### config.mk
export PLATFORM = sky130hd
export DESIGN_NAME = pc_fetch_unit
export DESIGN_NICKNAME = d
export VERILOG_FILES = /design/src/rtl/cpu_pkg.sv /design/src/rtl/fetch_slot.sv /design/src/rtl/pc_fetch_unit.sv
export SDC_FILE = /design/constraint.sdc
export NUM_CORES = 1
export LEC_CHECK = 0
export CAP_MARGIN = 5
export CORE_MARGIN = 1.5
export CORE_UTILIZATION = 39
export DETAILED_ROUTE_END_ITERATION = 16
export HOLD_SLACK_MARGIN = 0.12
export PLACE_DENSITY = 0.85
export SKIP_CTS_REPAIR_TIMING = 1
export SLEW_MARGIN = 5
export SYNTH_ARGS = -nofsm -noshare
export SYNTH_HDL_FRONTEND = slang
export SYNTH_SLANG_ARGS = --single-unit
export TNS_END_PERCENT = 50
### constraint.sdc
create_clock -name clk -period 2.41 [get_ports clk]
set_clock_uncertainty 0.15 [all_clocks]
set_input_delay 0.3615 -clock clk [delete_from_list [all_inputs] [get_ports clk]]
set_output_delay 0.3615 -clock clk [all_outputs]
set_load 0.02 [all_outputs]
### src/rtl/cpu_pkg.sv
// Shared fetch-side types and constants: FSM state encoding, PC step,
// the NOP left in a squashed slot, and the redirect alignment check.
package cpu_pkg;

    typedef enum logic [0:0] {
        FETCH = 1'b0,
        WAIT  = 1'b1
    } fetch_state_t;

    localparam int unsigned PC_STEP  = 32'd4;
    localparam logic [31:0] NOP_INST = 32'h0000_0013;

    function automatic logic misaligned(input logic [1:0] lsb);
        return (lsb != 2'b00);
    endfunction

endpackage

### src/rtl/fetch_slot.sv
// IF/ID output register. Priority is squash > load > consume; contents hold
// while the slot is valid and not consumed.
module fetch_slot
    import cpu_pkg::*;
#(
    parameter int PC_WIDTH = 9
) (
    input  logic                i_clk,
    input  logic                i_rst,
    input  logic                i_squash,
    input  logic                i_load,
    input  logic                i_consume,
    input  logic [PC_WIDTH-1:0] i_pc,
    input  logic [31:0]         i_inst,
    output logic                o_valid,
    output logic [PC_WIDTH-1:0] o_pc,
    output logic [31:0]         o_inst
);

    logic                r_valid;
    logic [PC_WIDTH-1:0] r_pc;
    logic [31:0]         r_inst;

    // Slot state update: a squash wins even over a simultaneous load.
    always_ff @(posedge i_clk or posedge i_rst) begin
        if (i_rst) begin
            r_valid <= 1'b0;
            r_pc    <= {PC_WIDTH{1'b0}};
            r_inst  <= 32'h0000_0000;
        end else if (i_squash) begin
            r_valid <= 1'b0;
            r_inst  <= NOP_INST;
        end else if (i_load) begin
            r_valid <= 1'b1;
            r_pc    <= i_pc;
            r_inst  <= i_inst;
        end else if (i_consume) begin
            r_valid <= 1'b0;
        end else begin
            r_valid <= r_valid;
        end
    end

    assign o_valid = r_valid;
    assign o_pc    = r_pc;
    assign o_inst  = r_inst;

endmodule

### src/rtl/pc_fetch_unit.sv
// Fetch unit: owns the architectural PC, issues instruction-memory requests and
// delivers {PC, instruction} pairs to IF/ID, dropping wrong-path fetches on redirect.
module pc_fetch_unit
    import cpu_pkg::*;
#(
    parameter int                  PC_WIDTH = 9,
    parameter logic [PC_WIDTH-1:0] RESET_PC = {PC_WIDTH{1'b0}}
) (
    input  logic                clk,
    input  logic                reset,
    input  logic                PCSel,
    input  logic [31:0]         PCBranch,
    output logic                ImemReq,
    output logic [PC_WIDTH-1:0] ImemAddr,
    input  logic                ImemGnt,
    input  logic                ImemRValid,
    input  logic [31:0]         ImemRData,
    output logic                IfValid,
    input  logic                IfReady,
    output logic [PC_WIDTH-1:0] IfPC,
    output logic [31:0]         IfInst,
    output logic                MisalignErr
);

    localparam logic [PC_WIDTH-1:0] L_STEP = PC_WIDTH'(PC_STEP);

    fetch_state_t        r_state;
    logic [PC_WIDTH-1:0] r_pc;
    logic [PC_WIDTH-1:0] r_req_pc;
    logic                r_drop;
    logic                r_misalign;

    logic                w_if_valid;
    logic                w_slot_free;
    logic                w_req;
    logic                w_grant;
    logic                w_resp;
    logic                w_load;
    logic                w_consume;
    logic [PC_WIDTH-1:0] w_target;
    logic                w_unused_hi;

    // A request only issues when the slot can take its response next cycle.
    assign w_slot_free = !w_if_valid || IfReady;
    assign w_req       = !reset && (r_state == FETCH) && w_slot_free;
    assign w_grant     = w_req && ImemGnt;
    assign w_resp      = (r_state == WAIT) && ImemRValid;
    assign w_load      = w_resp && !r_drop && !PCSel;
    assign w_consume   = w_if_valid && IfReady;
    assign w_target    = {PCBranch[PC_WIDTH-1:2], 2'b00};
    assign w_unused_hi = ^PCBranch[31:PC_WIDTH];

    // Fetch FSM, PC and sticky misalignment flag; a redirect overrides PC+4.
    always_ff @(posedge clk or posedge reset) begin
        if (reset) begin
            r_state    <= FETCH;
            r_pc       <= RESET_PC;
            r_req_pc   <= {PC_WIDTH{1'b0}};
            r_drop     <= 1'b0;
            r_misalign <= 1'b0;
        end else begin
            if (PCSel && misaligned(PCBranch[1:0])) begin
                r_misalign <= 1'b1;
            end

            case (r_state)
                FETCH: begin
                    if (w_grant) begin
                        r_state  <= WAIT;
                        r_req_pc <= r_pc;
                        r_drop   <= PCSel;
                    end
                end
                WAIT: begin
                    if (ImemRValid) begin
                        r_state <= FETCH;
                        r_drop  <= 1'b0;
                    end else if (PCSel) begin
                        r_drop  <= 1'b1;
                    end
                end
                default: begin
                    r_state <= FETCH;
                    r_drop  <= 1'b0;
                end
            endcase

            if (PCSel) begin
                r_pc <= w_target;
            end else if (w_grant) begin
                r_pc <= r_pc + L_STEP;
            end
        end
    end

    fetch_slot #(
        .PC_WIDTH (PC_WIDTH)
    ) u_slot (
        .i_clk     (clk),
        .i_rst     (reset),
        .i_squash  (PCSel),
        .i_load    (w_load),
        .i_consume (w_consume),
        .i_pc      (r_req_pc),
        .i_inst    (ImemRData),
        .o_valid   (w_if_valid),
        .o_pc      (IfPC),
        .o_inst    (IfInst)
    );

    assign ImemReq     = w_req;
    assign ImemAddr    = r_pc;
    assign IfValid     = w_if_valid;
    assign MisalignErr = r_misalign;

endmodule

==> metrics.txt, run 1 <==
yosys warns=0; static leakage=1.54 nW; total congestion overflow=0; antenna-violating nets left=0; Worst Path Arrival=1710 ps; max_slew headroom=0.215; starting density of the core=0.412; first-pass iteration count of the detailed router=4; clock root buffer=clkbuf_8; Row Count=27; crit path capture type=output pin; CP max-delay cell=clkdlybuf4s50_1; Port Buffers=95; most frequent cell after synthesis=dfrtp_1; cell with the most instances on the worst path=clkdlybuf4s50_1; r2r setup slk=330 ps; most frequent cells after synthesis=57 x dfrtp_1, 29 x a22o_1, 27 x nand2_1, 9 x o21ai_0, 8 x mux2_2; Yosys top cell area share=0.614; Post-route DRC=0; Most used DFF post-synth=dfrtp_1; FMAX=449 MHz; MaxCap Viol Count=0; CTS tree=built; die height=between 80 and 90 µm; Finished Cell Area=3490 µm²; diode count=0; TritonCTS Buffers=9; drt total wl=5.76 mm; largest net degree at the start of global routing=33; IO Pins=123; Buffers & Inverters on Critical Path=2; nets=358; Placeable Area=5640 µm²; Layout Area Growth over Synthesis=50.0%; mean area per synthesized cell=12.6 µm²; H-tree depth=3; ranking of synthesized cells by area=dfrtp_1 61%, a22o_1 11%, nand2_1 4.4%; hpwl dp=4.15 mm; first-pass GRT wire length=9.09 mm; CTS clk-pin slew, worst paths=roughly 70 ps; Area after DPL=3320 µm²; startpoint types=input pin; Final setup violation count=0; critical path peak fanout=2; number of antenna violations at the first check in global routing=0; Cell Area, Synth=2320 µm²; die area=around 6400 µm²; DR vias=approximately 1,800; ys async rst share=1.00; unrepaired setup endpoints after global routing=false; post-synthesis sequential area ratio=0.614; period utilization=0.923; share of cells above drive strength 1=0.137; Top delay family on crit path=buffers and inverters; Yosys cell types=34; Slew Viols, Final=0; Worst-Margin Slew=1180 ps; Yosys reg bits=57; number of vias per cell=approximately 5.1; crit path cell chain=clkdlybuf4s50_1, nor2_4, and2_1, clkdlybuf4s50_1; minimum clock period=2230 ps; Fin. Hold Viols=0; maximum clock path buffer count=2; chip width=~80 µm; clock latency on the worst-skew pair=330 ps; Synth area leader=dfrtp_1; gp weighted congestion=0.728; EDFF count, synth=0; Required @ worst endpoint=between 1500 and 2000 ps; IR drop worst, VDD=between 0.4 and 0.5 mV; routed len/inst=about 16 µm; number of global-route vias before repair=about 1,800; HP Class=reg -> reg; status=finished clean; TNS Setup=0 ps; clock sink count=57; Gate Count Post-Synth=roughly 180; slowest stage delay, CP=590 ps; critical path class=in -> out; 1st-iter DRT viols=98; Total GRT Usage=0.189; pwr dens=726 nW/µm²
worst reg2reg max path, stage by stage (launching register included):
cell	delay (ps)
dfrtp_1	450
nand2_2	160
nor2_2	70
nor2_2	880
a22o_1	310
registers in the layout, indices dropped and copies added, names as in the netlist:
signal          flops
u_slot.o_inst      32
r_req_pc            7
u_slot.o_valid      1
ImemAddr            7
MisalignErr         1
u_slot.o_pc         7
r_state             1
r_drop              1
cell usage in the layout (no fill, tap or decap), types with 3 or more instances in the layout:
| cell type | count |
|---|---|
| a22o_1 | 29 |
| and2_1 | 3 |
| buf_4 | 8 |
| clkbuf_8 | 9 |
| clkdlybuf4s50_1 | 95 |
| clkinv_2 | 4 |
| conb_1 | 4 |
| dfrtp_1 | 57 |
| mux2_2 | 8 |
| nand2_1 | 27 |
| nand3_1 | 3 |
| nand4_1 | 3 |
| o21ai_0 | 9 |
| o22a_1 | 3 |
| xor2_1 | 4 |
metrics by stage:
step / instances / hold slack (ps) / setup WS (ps) / power, mW / utilization
after CTS: 364 / 321 / 174 / 2.56 / 0.618
after global routing: 364 / 346 / 141 / 2.67 / 0.618
after floorplan: 187 / 283 / 499 / 1.50 / -
final: 364 / 319 / 185 / 2.53 / 0.618
after detailed placement: 348 / 305 / -56.7 / 1.83 / 0.589
after global placement: 348 / 300 / 29.4 / 1.80 / 0.589
final cells by class:
type	count	area, µm²
clock buffer	10	128
clock inverter	6	35.0
fill	477	2150
inverter	2	7.51
multi-input combinational	114	790
sequential	57	1430
tap	72	90.1
timing repair buffer	103	1010
power breakdown:
part	leakage, nW	total [mW]	switching [mW]	internal (mW)
sequential	0.735	1.18	0.0948	1.09
clock	0.0818	0.727	0.363	0.364
combinational	0.727	0.619	0.298	0.322
final timing paths:
| kind | to | from | cells past startpoint |
|---|---|---|---|
| max | ImemReq | reset | 4 |
| min | u_slot.o_pc[5]$_DFFE_PP0P_ | r_req_pc[5]$_DFFE_PP0P_ | 2 |
| max reg2reg | u_slot.o_inst[8]$_DFFE_PP0P_ | r_state$_DFF_PP0_ | 4 |
| min reg2reg | u_slot.o_pc[5]$_DFFE_PP0P_ | r_req_pc[5]$_DFFE_PP0P_ | 2 |
| max in group asynchronous | u_slot.o_inst[23]$_DFFE_PP0P_ | reset | 3 |
| min in group asynchronous | ImemAddr[4]$_DFFE_PP0P_ | reset | 3 |
routing by layer:
layer / wire, µm / share of wire / global-route usage
met3: 240 / 0.042 / 0.0352
met4: 109 / 0.019 / 0.0948
met1: 2400 / 0.42 / 0.231
met2: 3010 / 0.52 / 0.318
met5: 0 / 0 / 0
cell families (layout without fill, tap and decap cells):
family	Yosys count	after routing	share of synthesized area
AOI/OAI and AO/OA	44	44	0.147
muxes	9	9	0.0431
adders and majority gates	1	1	0.00538
and+or+nand+nor	51	51	0.117
other	1	4	0.00161
buffers and inverters	16	121	0.0527
xor gates and xnor gates	5	5	0.0188
DFF	57	57	0.614
(Power assumes the default switching activity.)
==> run 2, diff against run 1 <==
- CORE_ASPECT_RATIO: default -> 0.75
==> metrics.txt, run 2 (synthesis results as in run 1) <==
Multi-input gate area=790 µm² (unchanged); uppermost routed layer=met4 (unchanged); Worst-Margin Slew=1170 ps (was 1180 ps); Port Buffers=95 (unchanged); hpwl dp=3.91 mm (was 4.15 mm); Final setup violation count=0 (unchanged); H-tree depth=3 (unchanged); status=finished clean (unchanged); CTS tree=built (unchanged); first-pass iteration count of the detailed router=4 (unchanged); Total GRT Usage=0.180 (was 0.189); static leakage=1.57 nW (was 1.54 nW); register area=1430 µm² (unchanged); clock latency on the worst-skew pair=340 ps (was 330 ps); Row Count=24 (was 27); unrepaired setup endpoints after global routing=false (unchanged); nets=358 (unchanged); CTS clk-pin slew, worst paths=70 ps (about the same); met3 routed WL=335 µm (was 240 µm); WL met2=2.74 mm (was 3.01 mm); number of antenna violations at the first check in global routing=0 (unchanged); most frequent cells in the layout=95 x clkdlybuf4s50_1, 57 x dfrtp_1, 29 x a22o_1 (unchanged); Total Power=2.65 mW (was 2.53 mW); IO Pins=123 (unchanged); Setup WS post-layout=214 ps (was 185 ps); gp weighted congestion=0.803 (was 0.728); IR drop worst, VDD=0.367 mV (was 0.414 mV); commonest non-fill, non-tap cell in the layout=clkdlybuf4s50_1 (unchanged); routed len/inst=14.8 µm (was 15.8 µm); max_slew headroom=0.217 (was 0.215); die height=69.9 µm (was 80.2 µm); Min Hold Slack=310 ps (was 319 ps); crit path capture type=output pin (unchanged); Required @ worst endpoint=1900 ps (about the same); antenna-violating nets left=0 (unchanged); FMAX=455 MHz (was 449 MHz); first-pass GRT wire length=8.76 mm (was 9.09 mm); largest net degree at the start of global routing=30 (was 33); period utilization=0.911 (was 0.923); clock sink count=57 (unchanged); Fin. Hold Viols=0 (unchanged); Layout Area Growth over Synthesis=52.4% (was 50.0%); pre-CTS WS=-27.8 ps (was -56.7 ps); clock root buffer=clkbuf_8 (unchanged); Finished Cell Area=3540 µm² (was 3490 µm²); critical path class=in -> out (unchanged); total congestion overflow=0 (unchanged); Worst Path Arrival=1680 ps (was 1710 ps); minimum clock period=2200 ps (was 2230 ps); Area after DPL=3360 µm² (was 3320 µm²); TritonCTS Buffers=9 (unchanged); drt total wl=5.49 mm (was 5.76 mm); HP Class=in -> async (was reg -> reg); Slew Viols, Final=0 (unchanged); met1 wire length=2.34 mm (was 2.40 mm); DR vias=1,798 (was 1,847); TNS Setup=0 ps (unchanged); fill count=497 (was 477); starting density of the core=0.401 (was 0.412); startpoint types=input pin (unchanged); number of vias per cell=4.86 (was 5.07); max FFs per register=32 (unchanged); maximum clock path buffer count=2 (unchanged); chip width=92.2 µm (was 80.2 µm); 1st-iter DRT viols=92 (was 98); Post-route DRC=0 (unchanged); critical path peak fanout=2 (unchanged); die area=6440 µm² (was 6430 µm²); diode count=0 (unchanged); share of cells above drive strength 1=0.137 (unchanged); Reg2Reg Depth=4 (unchanged); number of global-route vias before repair=1,813 (was 1,839); MaxCap Viol Count=0 (unchanged); pwr dens=748 nW/µm² (was 726 nW/µm²); Placeable Area=5800 µm² (was 5640 µm²)
run 2: cell count changes in the layout (fill, tap and decap cells not counted):
cell        previous run  this run
clkinvlp_4             2         0
bufinv_16              0         1
clkinv_4               0         1
buf_12                 0         2
buf_4                  8         6
run 2: final cells by class:
| type | instances | share of cell area |
|---|---|---|
| multi-input combinational | 114 | 0.223 |
| tap | 78 | 0.0275 |
| clock inverter | 6 | 0.0166 |
| sequential | 57 | 0.403 |
| clock buffer | 10 | 0.0360 |
| inverter | 2 | 0.00212 |
| timing repair buffer | 103 | 0.292 |
run 2: power breakdown:
group	leakage [nW]	total, mW	internal [mW]	switching [mW]
Clock	0.0998	0.852	0.471	0.380
Sequential	0.735	1.18	1.09	0.0921
Combinational	0.737	0.617	0.326	0.291
Total	1.57	2.65	1.89	0.763
run 2: final timing paths:
path / slack, ps / startpoint / endpoint
worst max register to register: 320 / r_state$_DFF_PP0_ / u_slot.o_inst[17]$_DFFE_PP0P_
max in group asynchronous: 1310 / reset / u_slot.o_inst[25]$_DFFE_PP0P_
worst min-delay path: 310 / reset / r_state$_DFF_PP0_
worst max-delay path: 210 / reset / ImemReq
worst min register to register: 310 / r_req_pc[7]$_DFFE_PP0P_ / u_slot.o_pc[7]$_DFFE_PP0P_
min in group clk: 310 / r_req_pc[7]$_DFFE_PP0P_ / u_slot.o_pc[7]$_DFFE_PP0P_
run 2: per-stage QoR:
stage,instances,util
2_1_floorplan,187,-
3_3_place_gp,354,0.579
6_report,370,0.611
4_1_cts,370,0.611
3_5_place_dp,354,0.579
5_1_grt,370,0.611
run 2: critical path, stage by stage:
cell             delay [ps]
clkdlybuf4s50_1         470
nor2_4                  130
and2_1                  130
clkdlybuf4s50_1         590
run 2: metal layers:
layer / GRT usage / up-vias
met2: 0.295 / 65
li1: - / 853
met5: 0 / -
met4: 0.0615 / 0
met3: 0.0708 / 7
met1: 0.215 / 873
